`src/rtl/vga_pkg.sv`:
```
// Shared definitions for the VGA frame-buffer read path: FSM encoding,
// buffer-in-use codes and default frame geometry.
package vga_pkg;

  localparam int IMG_W_DEFAULT = 400;
  localparam int IMG_H_DEFAULT = 320;

  localparam logic [1:0] STATE_NONE = 2'b00;
  localparam logic [1:0] STATE_BUF0 = 2'b01;
  localparam logic [1:0] STATE_BUF1 = 2'b10;

  typedef enum logic [2:0] {
    S_IDLE,
    S_SELECT,
    S_REQ,
    S_WAIT,
    S_DRAIN,
    S_RELEASE
  } fsm_t;

  // The buffer-in-use code doubles as the one-hot release mask.
  function automatic logic [1:0] buf_code(input logic b);
    return b ? STATE_BUF1 : STATE_BUF0;
  endfunction

endpackage

```
`src/rtl/vga_buf_pick.sv`:
```
// Ping-pong buffer choice: alternate when both frames are ready,
// otherwise take whichever one is.
module vga_buf_pick (
  input  logic [1:0] buf_ready,
  input  logic       last_buf,
  output logic       valid,
  output logic       pick
);

  assign valid = |buf_ready;
  assign pick  = (buf_ready == 2'b11) ? ~last_buf : buf_ready[1];

endmodule

```
`src/rtl/vga_frame_rd_sched.sv`:
```
// Read-side scheduler: selects a ready frame buffer, streams it into the
// pixel FIFO as fixed-size DDR3 bursts and hands it back at end of frame.
module vga_frame_rd_sched
  import vga_pkg::*;
#(
  parameter int                IMG_W      = IMG_W_DEFAULT,
  parameter int                IMG_H      = IMG_H_DEFAULT,
  parameter int                BURST_LEN  = 64,
  parameter int                FIFO_DEPTH = 1024,
  parameter int                ADDR_W     = 28,
  parameter logic [ADDR_W-1:0] BUF0_BASE  = 'h0,
  parameter logic [ADDR_W-1:0] BUF1_BASE  = 'h40000
) (
  input  logic              vga_clk,
  input  logic              rst_n,
  input  logic              ip_enable,
  input  logic [1:0]        buf_ready,
  input  logic              img_end,
  input  logic [9:0]        fifo_usedw,
  output logic              rd_req,
  output logic [ADDR_W-1:0] rd_addr,
  input  logic              rd_ack,
  input  logic              rd_done,
  output logic [1:0]        state,
  output logic [1:0]        buf_release,
  output logic [10:0]       burst_num,
  output logic              frame_err
);

  localparam int          NBURST   = IMG_W * IMG_H / BURST_LEN;
  localparam logic [10:0] NBURST_C = 11'(NBURST);
  localparam logic [9:0]  FIFO_THR = 10'(FIFO_DEPTH - BURST_LEN);

  fsm_t              fsm;
  logic              last_buf;
  logic              sel;
  logic              abort;
  logic [ADDR_W-1:0] base;

  logic              pick_valid;
  logic              pick;

  vga_buf_pick u_pick (
    .buf_ready (buf_ready),
    .last_buf  (last_buf),
    .valid     (pick_valid),
    .pick      (pick)
  );

  logic [10:0]       burst_inc;
  logic [10:0]       done_cnt;
  logic              stop;
  fsm_t              done_next;
  logic [ADDR_W-1:0] burst_addr;

  // A done seen together with an ack in REQ counts the burst being acked.
  always_comb begin
    burst_inc  = burst_num + 11'd1;
    done_cnt   = (fsm == S_WAIT) ? burst_num : burst_inc;
    stop       = abort || !ip_enable;
    done_next  = stop ? S_IDLE : ((done_cnt == NBURST_C) ? S_DRAIN : S_REQ);
    burst_addr = base + ADDR_W'(burst_num) * ADDR_W'(BURST_LEN);
  end

  always_ff @(posedge vga_clk or negedge rst_n) begin
    if (!rst_n) begin
      fsm         <= S_IDLE;
      last_buf    <= 1'b1;
      sel         <= 1'b0;
      abort       <= 1'b0;
      base        <= '0;
      rd_req      <= 1'b0;
      rd_addr     <= '0;
      state       <= STATE_NONE;
      buf_release <= 2'b00;
      burst_num   <= '0;
      frame_err   <= 1'b0;
    end else begin
      buf_release <= 2'b00;
      if ((fsm == S_REQ || fsm == S_WAIT) && img_end) frame_err <= 1'b1;

      case (fsm)
        S_IDLE: begin
          abort <= 1'b0;
          if (ip_enable) fsm <= S_SELECT;
        end
        S_SELECT: begin
          if (!ip_enable) begin
            fsm <= S_IDLE;
          end else if (pick_valid) begin
            sel       <= pick;
            last_buf  <= pick;
            state     <= buf_code(pick);
            base      <= pick ? BUF1_BASE : BUF0_BASE;
            burst_num <= '0;
            frame_err <= 1'b0;
            fsm       <= S_REQ;
          end
        end
        S_REQ: begin
          if (rd_req && rd_ack) begin
            rd_req    <= 1'b0;
            burst_num <= burst_inc;
            if (rd_done) begin
              fsm <= done_next;
              if (stop) state <= STATE_NONE;
            end else begin
              fsm <= S_WAIT;
            end
          end else if (!ip_enable) begin
            // Abandon an un-acked request outright; the DDR3 side copes.
            rd_req <= 1'b0;
            state  <= STATE_NONE;
            fsm    <= S_IDLE;
          end else if (!rd_req && fifo_usedw < FIFO_THR) begin
            rd_req  <= 1'b1;
            rd_addr <= burst_addr;
          end
        end
        S_WAIT: begin
          if (!ip_enable) abort <= 1'b1;
          if (rd_done) begin
            abort <= 1'b0;
            fsm   <= done_next;
            if (stop) state <= STATE_NONE;
          end
        end
        S_DRAIN: begin
          if (img_end) begin
            buf_release <= buf_code(sel);
            state       <= STATE_NONE;
            fsm         <= S_RELEASE;
          end
        end
        S_RELEASE: begin
          fsm <= ip_enable ? S_SELECT : S_IDLE;
        end
        default: fsm <= S_IDLE;
      endcase
    end
  end

endmodule

```
`config.mk`:
```
export PLATFORM = sky130hd
export DESIGN_NAME = vga_frame_rd_sched
export DESIGN_NICKNAME = d
export VERILOG_FILES = /design/src/rtl/vga_pkg.sv /design/src/rtl/vga_buf_pick.sv /design/src/rtl/vga_frame_rd_sched.sv
export SDC_FILE = /design/constraint.sdc
export NUM_CORES = 1
export LEC_CHECK = 0
export ABC_CLOCK_PERIOD_IN_PS = 2000
export CAP_MARGIN = 20
export CORE_MARGIN = 8
export CORE_UTILIZATION = 47
export DETAILED_ROUTE_END_ITERATION = 16
export GPL_TIMING_DRIVEN = 0
export PLACE_DENSITY = 0.8
export SLEW_MARGIN = 20
export SYNTH_ARGS = -nofsm -noshare
export SYNTH_HDL_FRONTEND = slang
export SYNTH_HIERARCHICAL = 1
export SYNTH_SLANG_ARGS = --single-unit
```
`constraint.sdc`:
```
create_clock -name vga_clk -period 2 [get_ports vga_clk]
set_input_delay 0.3 -clock vga_clk [delete_from_list [all_inputs] [get_ports vga_clk]]
set_output_delay 0.3 -clock vga_clk [all_outputs]
set_load 0.05 [all_outputs]
```
After elaboration in Yosys (flattened, before gate mapping)
Cells that the tools add are included.
W data, S select, Z words.
{"block": "word_totals", "ff_bits": 79, "inputBits": 18, "output_inout_bits": 45, "word_cells": 93}
{"block": "op_classes", "add_sub_neg": 2, "order_cmp": 1, "eq_ne": 17, "muxes": 41, "n_bitwise": 2, "reduce_logical": 19}
{"op": "$mux W11", "count": 4}
{"op": "$mux W3", "count": 10}
{"op": "$add A28 B17 Y28", "count": 1}
{"op": "$mux W2", "count": 11}
{"op": "$pmux W11 S2", "count": 1}
{"op": "$mux W19", "count": 1}
{"op": "$pmux W3 S6", "count": 1}
{"op": "$add A11 B1 Y11 const B", "count": 1}
{"op": "$eq A11 B11 Y1 const B", "count": 1}
{"op": "$mux W1", "count": 11}
{"op": "$lt A10 B10 Y1 const B", "count": 1}
{"op": "$ne A2 B2 Y1 const B", "count": 5}
{"op": "$reduce_and A5 Y1", "count": 2}
{"op": "$pmux W2 S4", "count": 1}
{"op": "$reduce_and A4 Y1", "count": 2}
{"op": "$eq A3 B2 Y1 const B", "count": 2}
{"op": "$eq A3 B3 Y1 const B", "count": 2}
{"op": "$ne A3 B3 Y1 const B", "count": 2}
{"op": "$reduce_and A2 Y1", "count": 2}
{"op": "$reduce_bool A2 Y1", "count": 2}
{"op": "$reduce_bool A4 Y1", "count": 1}
{"op": "$eq A3 B1 Y1 const B", "count": 1}
{"op": "$logic_and A1 B1 Y1", "count": 3}
{"op": "$logic_not A3 Y1", "count": 1}
{"op": "other kinds (10)", "count": 13}

Depth between registers and ports, before layout
{"block": "depth", "ltp_word": 8, "ltp_mapped": 7, "depth_no_buf": 6}

Cells and area by module
The synthesis kept the hierarchy.
{"module": "vga_frame_rd_sched", "n_inst": 1, "cells_each": 222, "area_each_um2": 2113.3, "seq_area_each_um2": 877.1}
{"module": "vga_buf_pick", "n_inst": 1, "cells_each": 2, "area_each_um2": 13.8, "seq_area_each_um2": 0.0}

Worst setup path after synthesis
No wires, ideal clock.
{"block": "synth_path", "path_kind": "register -> register", "start": "register burst_num[1]", "end": "register fsm[1]", "setup_ns": 0.137, "arrival_ns": 2.072, "required_ns": 1.863, "path_slack_ns": -0.209, "path_stages_with_launch": 8, "path_buffers": 1, "period_less_slack_ns": 2.209, "cell_sequence": "dfrtp_1 ha_1 clkbuf_1 nand2_1 o22a_1 o22a_1 o41ai_1 a22oi_1"}
{"block": "synth_via", "elab_chain_len": 8, "elab_cells_between_ends": 9, "classes_between": "add/sub (1); eq/ne (1); mux (7)"}
{"element": "start, declared", "line": "vga_frame_rd_sched.sv:26", "text": "output logic [10:0] burst_num,"}
{"element": "start signal, assigned", "line": "vga_frame_rd_sched.sv:103", "text": "burst_num <= burst_inc;"}
{"element": "$add A11 B1 Y11", "line": "vga_frame_rd_sched.sv:58", "text": "burst_inc = burst_num + 11'd1;"}
{"element": "$mux W11 (*)", "line": "vga_frame_rd_sched.sv:59", "text": "done_cnt = (fsm == S_WAIT) ? burst_num : burst_inc;"}
{"element": "$eq A11 B11 Y1 (*)", "line": "vga_frame_rd_sched.sv:61", "text": "done_next = stop ? S_IDLE : ((done_cnt == NBURST_C) ? S_DRAIN : S_REQ);"}
{"element": "$mux W3 (*) (2 in series)", "line": "vga_frame_rd_sched.sv:61"}
{"element": "$mux W3", "line": "vga_frame_rd_sched.sv:104", "text": "if (rd_done) begin"}
{"element": "$mux W3", "line": "vga_frame_rd_sched.sv:101", "text": "if (rd_req && rd_ack) begin"}
{"element": "$pmux W3 S6 (*)", "line": "vga_frame_rd_sched.sv:82", "text": "case (fsm)"}
{"element": "end signal, assigned", "line": "vga_frame_rd_sched.sv:105", "text": "fsm <= done_next;"}
{"element": "end signal, assigned", "line": "vga_frame_rd_sched.sv:124", "text": "fsm <= done_next;"}
{"element": "end signal, assigned", "line": "vga_frame_rd_sched.sv:136", "text": "fsm <= ip_enable ? S_SELECT : S_IDLE;"}
{"element": "end, declared", "line": "vga_frame_rd_sched.sv:34", "text": "fsm_t fsm;"}
Every way passes the cells marked *; elsewhere a longest branch is shown, timed or not. The select of a mux whose other input is x is not followed.
A chain may end at the register's enable or synchronous reset.

Final worst setup path
{"block": "layout_path", "start": "input buf_ready[1]", "end": "register fsm[2]"}
{"block": "layout_via", "elab_chain_len": 3}
{"element": "start, declared", "line": "vga_frame_rd_sched.sv:17", "text": "input logic [1:0] buf_ready,"}
{"element": "$reduce_or A2 Y1", "line": "vga_buf_pick.sv:10", "text": "assign valid = |buf_ready;"}
{"element": "named net pick_valid", "line": "vga_frame_rd_sched.sv:40", "text": "logic pick_valid;"}
{"element": "$ne A3 B3 Y1 (no source line)"}
{"element": "$reduce_and A5 Y1 (no source line)"}
The timed path passes the listed nets, and every way through them passes these cells.

==> impl_metrics.env <==
export IMPL_status="complete, no violations"
export IMPL_endpoint_kind="register"
export IMPL_hold_viol_final=0
export IMPL_synth_compound_area_share_pct=18.5
export IMPL_start_util_pct=48.9
export IMPL_drt_initial_drc_count=202
export IMPL_cts_inserted_buffers=5
export IMPL_hold_ws_ps=413
export IMPL_regArea_um2=880
export IMPL_portBuffers=39
export IMPL_insertion_delay_ps=290
export IMPL_rrSetupSlack_ps=110
export IMPL_yosys_area_share_simple_pct=21.1
export IMPL_synth_main_ff_cell="dfrtp_1"
export IMPL_synthXorXnorAreaFrac_pct=1.24
export IMPL_io_pins=63
export IMPL_grt_pass1_vias=1770
export IMPL_area_growth_pct=31.6
export IMPL_synth_fa_ha_area_share_pct=0.588
export IMPL_setup_viol=0
export IMPL_synth_warnings=6
export IMPL_drive_gt1_share_pct=23.5
export IMPL_clock_sinks=35
export IMPL_dp_hpwl_um=3660
export IMPL_final_nets=307
export IMPL_num_vias=1800
export IMPL_netlist_instances=224
export IMPL_drt_pass1_iter_count=5
export IMPL_clk_path_buf_depth=2
export IMPL_cts_root_buffer="clkbuf_8"
export IMPL_cts_reportedPaths_clkPinSlew_ps=70
export IMPL_cp_data_required_time_ps=2180
export IMPL_finClkSkew_ps=4.53
export IMPL_crit_path_end="fsm[2]"
export IMPL_yosysSeqAreaShare_pct=41.2
export IMPL_cts_tree="done"
export IMPL_wirelength_um=4950
export IMPL_chipWidth_um=83.3
export IMPL_cts_max_level=2
export IMPL_synthArstFlopShare_pct=100
export IMPL_power_density_nw_per_um2=957
export IMPL_achievable_frequency_mhz=519
export IMPL_final_common_cell="clkdlybuf4s50_1"
export IMPL_swShare_pct=41.0
export IMPL_p_switching_mw=1.10
export IMPL_p_clk_share_pct=19.7
export IMPL_r2r_end="fsm[1]"
export IMPL_fp_dieH_um=83.3
export IMPL_maxCapViolCount=0
export IMPL_track_usage_pct=14.3
export IMPL_comb_power_share_pct=45.4
export IMPL_cp_startpoint="buf_ready[1]"
export IMPL_fin_crit_ps=1930
export IMPL_r2r_start="burst_num[1]"
export IMPL_multi_input_area_um2=1100
export IMPL_crit_arrival_ps=2110
export IMPL_fillerInstances=375
export IMPL_syn_area_um2=2130
export IMPL_period_share_pct=96.4
export IMPL_dieArea_um2=6930
export IMPL_vdd_drop_max_v=0.000701
export IMPL_ys_types=57
export IMPL_rows=24
export IMPL_layout_common_cells="clkdlybuf4s50_1 (34), dfrtp_1 (32), nor2_1 (20), buf_4 (20), o21ai_0 (17)"
export IMPL_crit_path_start_kind="input port"
export IMPL_rsz0062_at_grt="no"
export IMPL_n_antenna_cell=0
export IMPL_internal_power_mw=1.58
export IMPL_max_slew_worst_pin_slew_ps=515
export IMPL_muxShareOfSynthArea_pct=6.82
export IMPL_via_per_inst=5.28
export IMPL_drc=0
export IMPL_avgSynthCellArea_um2=9.50
export IMPL_overflow=0
export IMPL_ys_ff_latch=35
export IMPL_synth_top_family_by_area="simple AND/OR/NAND/NOR gates"
export IMPL_grt_start_max_net_pins=23
export IMPL_finalWeightedCongestion=0.884
export IMPL_min_path_type="in -> reg"
export IMPL_wl_per_cell_um=14.5
export IMPL_hold_depth=3
export IMPL_tns_ps=0
export IMPL_synth_edf_count=0
export IMPL_grt_pass1_wl_um=8450
export IMPL_p_leak_nw=1.32
export IMPL_crit_type="in -> reg"
export IMPL_rr_worst_depth=6
export IMPL_fp_coreArea_um2=4350
export IMPL_hold_start="ip_enable"
export IMPL_cp_max_fo=4
export IMPL_ant_nets=0
export IMPL_antenna_found_initial=0
export IMPL_sequentialPowerShare_pct=34.9
export IMPL_drv_slew=0
export IMPL_slew_limit_headroom_pct=65.5
[worst min path at each step]
stage / slack (ps) / endpoint
global route: 450 / abort
floorplan: 4 / abort
detailed placement: 240 / burst_num[2]
finish: 410 / abort
global placement: 440 / buf_release[0]
CTS: 400 / abort
[kinds of logic after synthesis]
group	after synthesis
XOR/XNOR	3
AND/OR/NAND/NOR	78
buffers and inverters	36
AO/OA/AOI/OAI	57
multiplexers	13
flip-flops	35
adder cells (fa/ha/maj)	1
other	1
[power groups by stage]
stage	combinational, mW	sequential [mW]	clock (mW)
final	1.22	0.936	0.528
after global placement	1.16	0.951	0
after floorplan	0.578	1.23	0
after global routing	1.31	0.953	0.572
after detailed placement	1.18	0.952	0
after CTS	1.19	0.939	0.555
[registers in the layout, indices dropped and copies added (netlist names)]
register	flops
sel	1
buf_release	2
last_buf	1
rd_addr	12
fsm	3
abort	1
rd_req	1
burst_num	11
state	2
frame_err	1
[layout make-up]
class,instances,area share (%)
multi-input combinational,168,39.3
sequential,35,31.4
timing repair buffer,43,16.0
buffer,28,6.79
clock buffer,7,3.08
tap,52,2.32
inverter,7,0.938
clock inverter,1,0.179
[worst max-delay path, stage by stage]
cell             delay, ps
clkdlybuf4s50_1        410
or2_1                  300
or3b_4                 410
a31oi_4                230
nor2_1                  60
and4bb_1               210
a22o_1                 190
[cells in the mapped netlist, types with 2 or more instances]
cell type / count / share of area, %
o21bai_1: 2 / 0.71
nor4_1: 2 / 0.59
and4_1: 2 / 0.82
nand3_1: 8 / 1.9
o2bb2ai_1: 2 / 0.82
a21oi_1: 12 / 2.8
a22o_1: 2 / 0.82
o31ai_1: 3 / 1.1
o21ai_0: 17 / 4.0
nor2b_1: 2 / 0.59
nor2_1: 20 / 3.5
nand2b_1: 4 / 1.2
nor3_1: 3 / 0.71
nand4_1: 4 / 1.2
and3_1: 2 / 0.59
xor2_1: 2 / 0.82
o22ai_1: 2 / 0.59
nand3b_1: 2 / 0.71
nand2_1: 16 / 2.8
mux2_2: 12 / 6.4
inv_1: 7 / 1.2
clkbuf_1: 2 / 0.35
o22a_1: 2 / 0.82
buf_2: 8 / 1.9
o41ai_1: 3 / 1.2
and2_1: 2 / 0.59
buf_4: 18 / 6.4
dfrtp_1: 34 / 40
[metrics by stage]
stage / instances / total power [mW] / setup slack, ps / util, % / cell area (um^2)
after detailed placement: 331 / 2.13 / -218 / 61.2 / 2670
after global routing: 341 / 2.83 / 6.87 / 64.3 / 2800
after floorplan: 239 / 1.81 / 39.0 / - / 2190
final: 341 / 2.68 / 72.2 / 64.3 / 2800
after global placement: 330 / 2.11 / -246 / 60.7 / 2640
after CTS: 340 / 2.68 / 41.0 / 63.7 / 2770
[per-layer routing]
layer / up-vias / global-route usage, % / part of all wire [%]
met4: 0 / 4.79 / 0.67
met1: 851 / 16.5 / 43
li1: 895 / - / -
met2: 49 / 24.0 / 50
met3: 5 / 4.69 / 6.0
met5: - / 0 / 0
[timing repair]
action / CTS / global route
resized for setup: 1 / 6
setup buffers: 0 / 2
hold endpoints to repair: 13 / 0
setup endpoints to repair: 1 / 5
hold buffers: 1 / 0
pin swaps: 0 / 2
No activity file was read; power rests on OpenSTA's default activity.
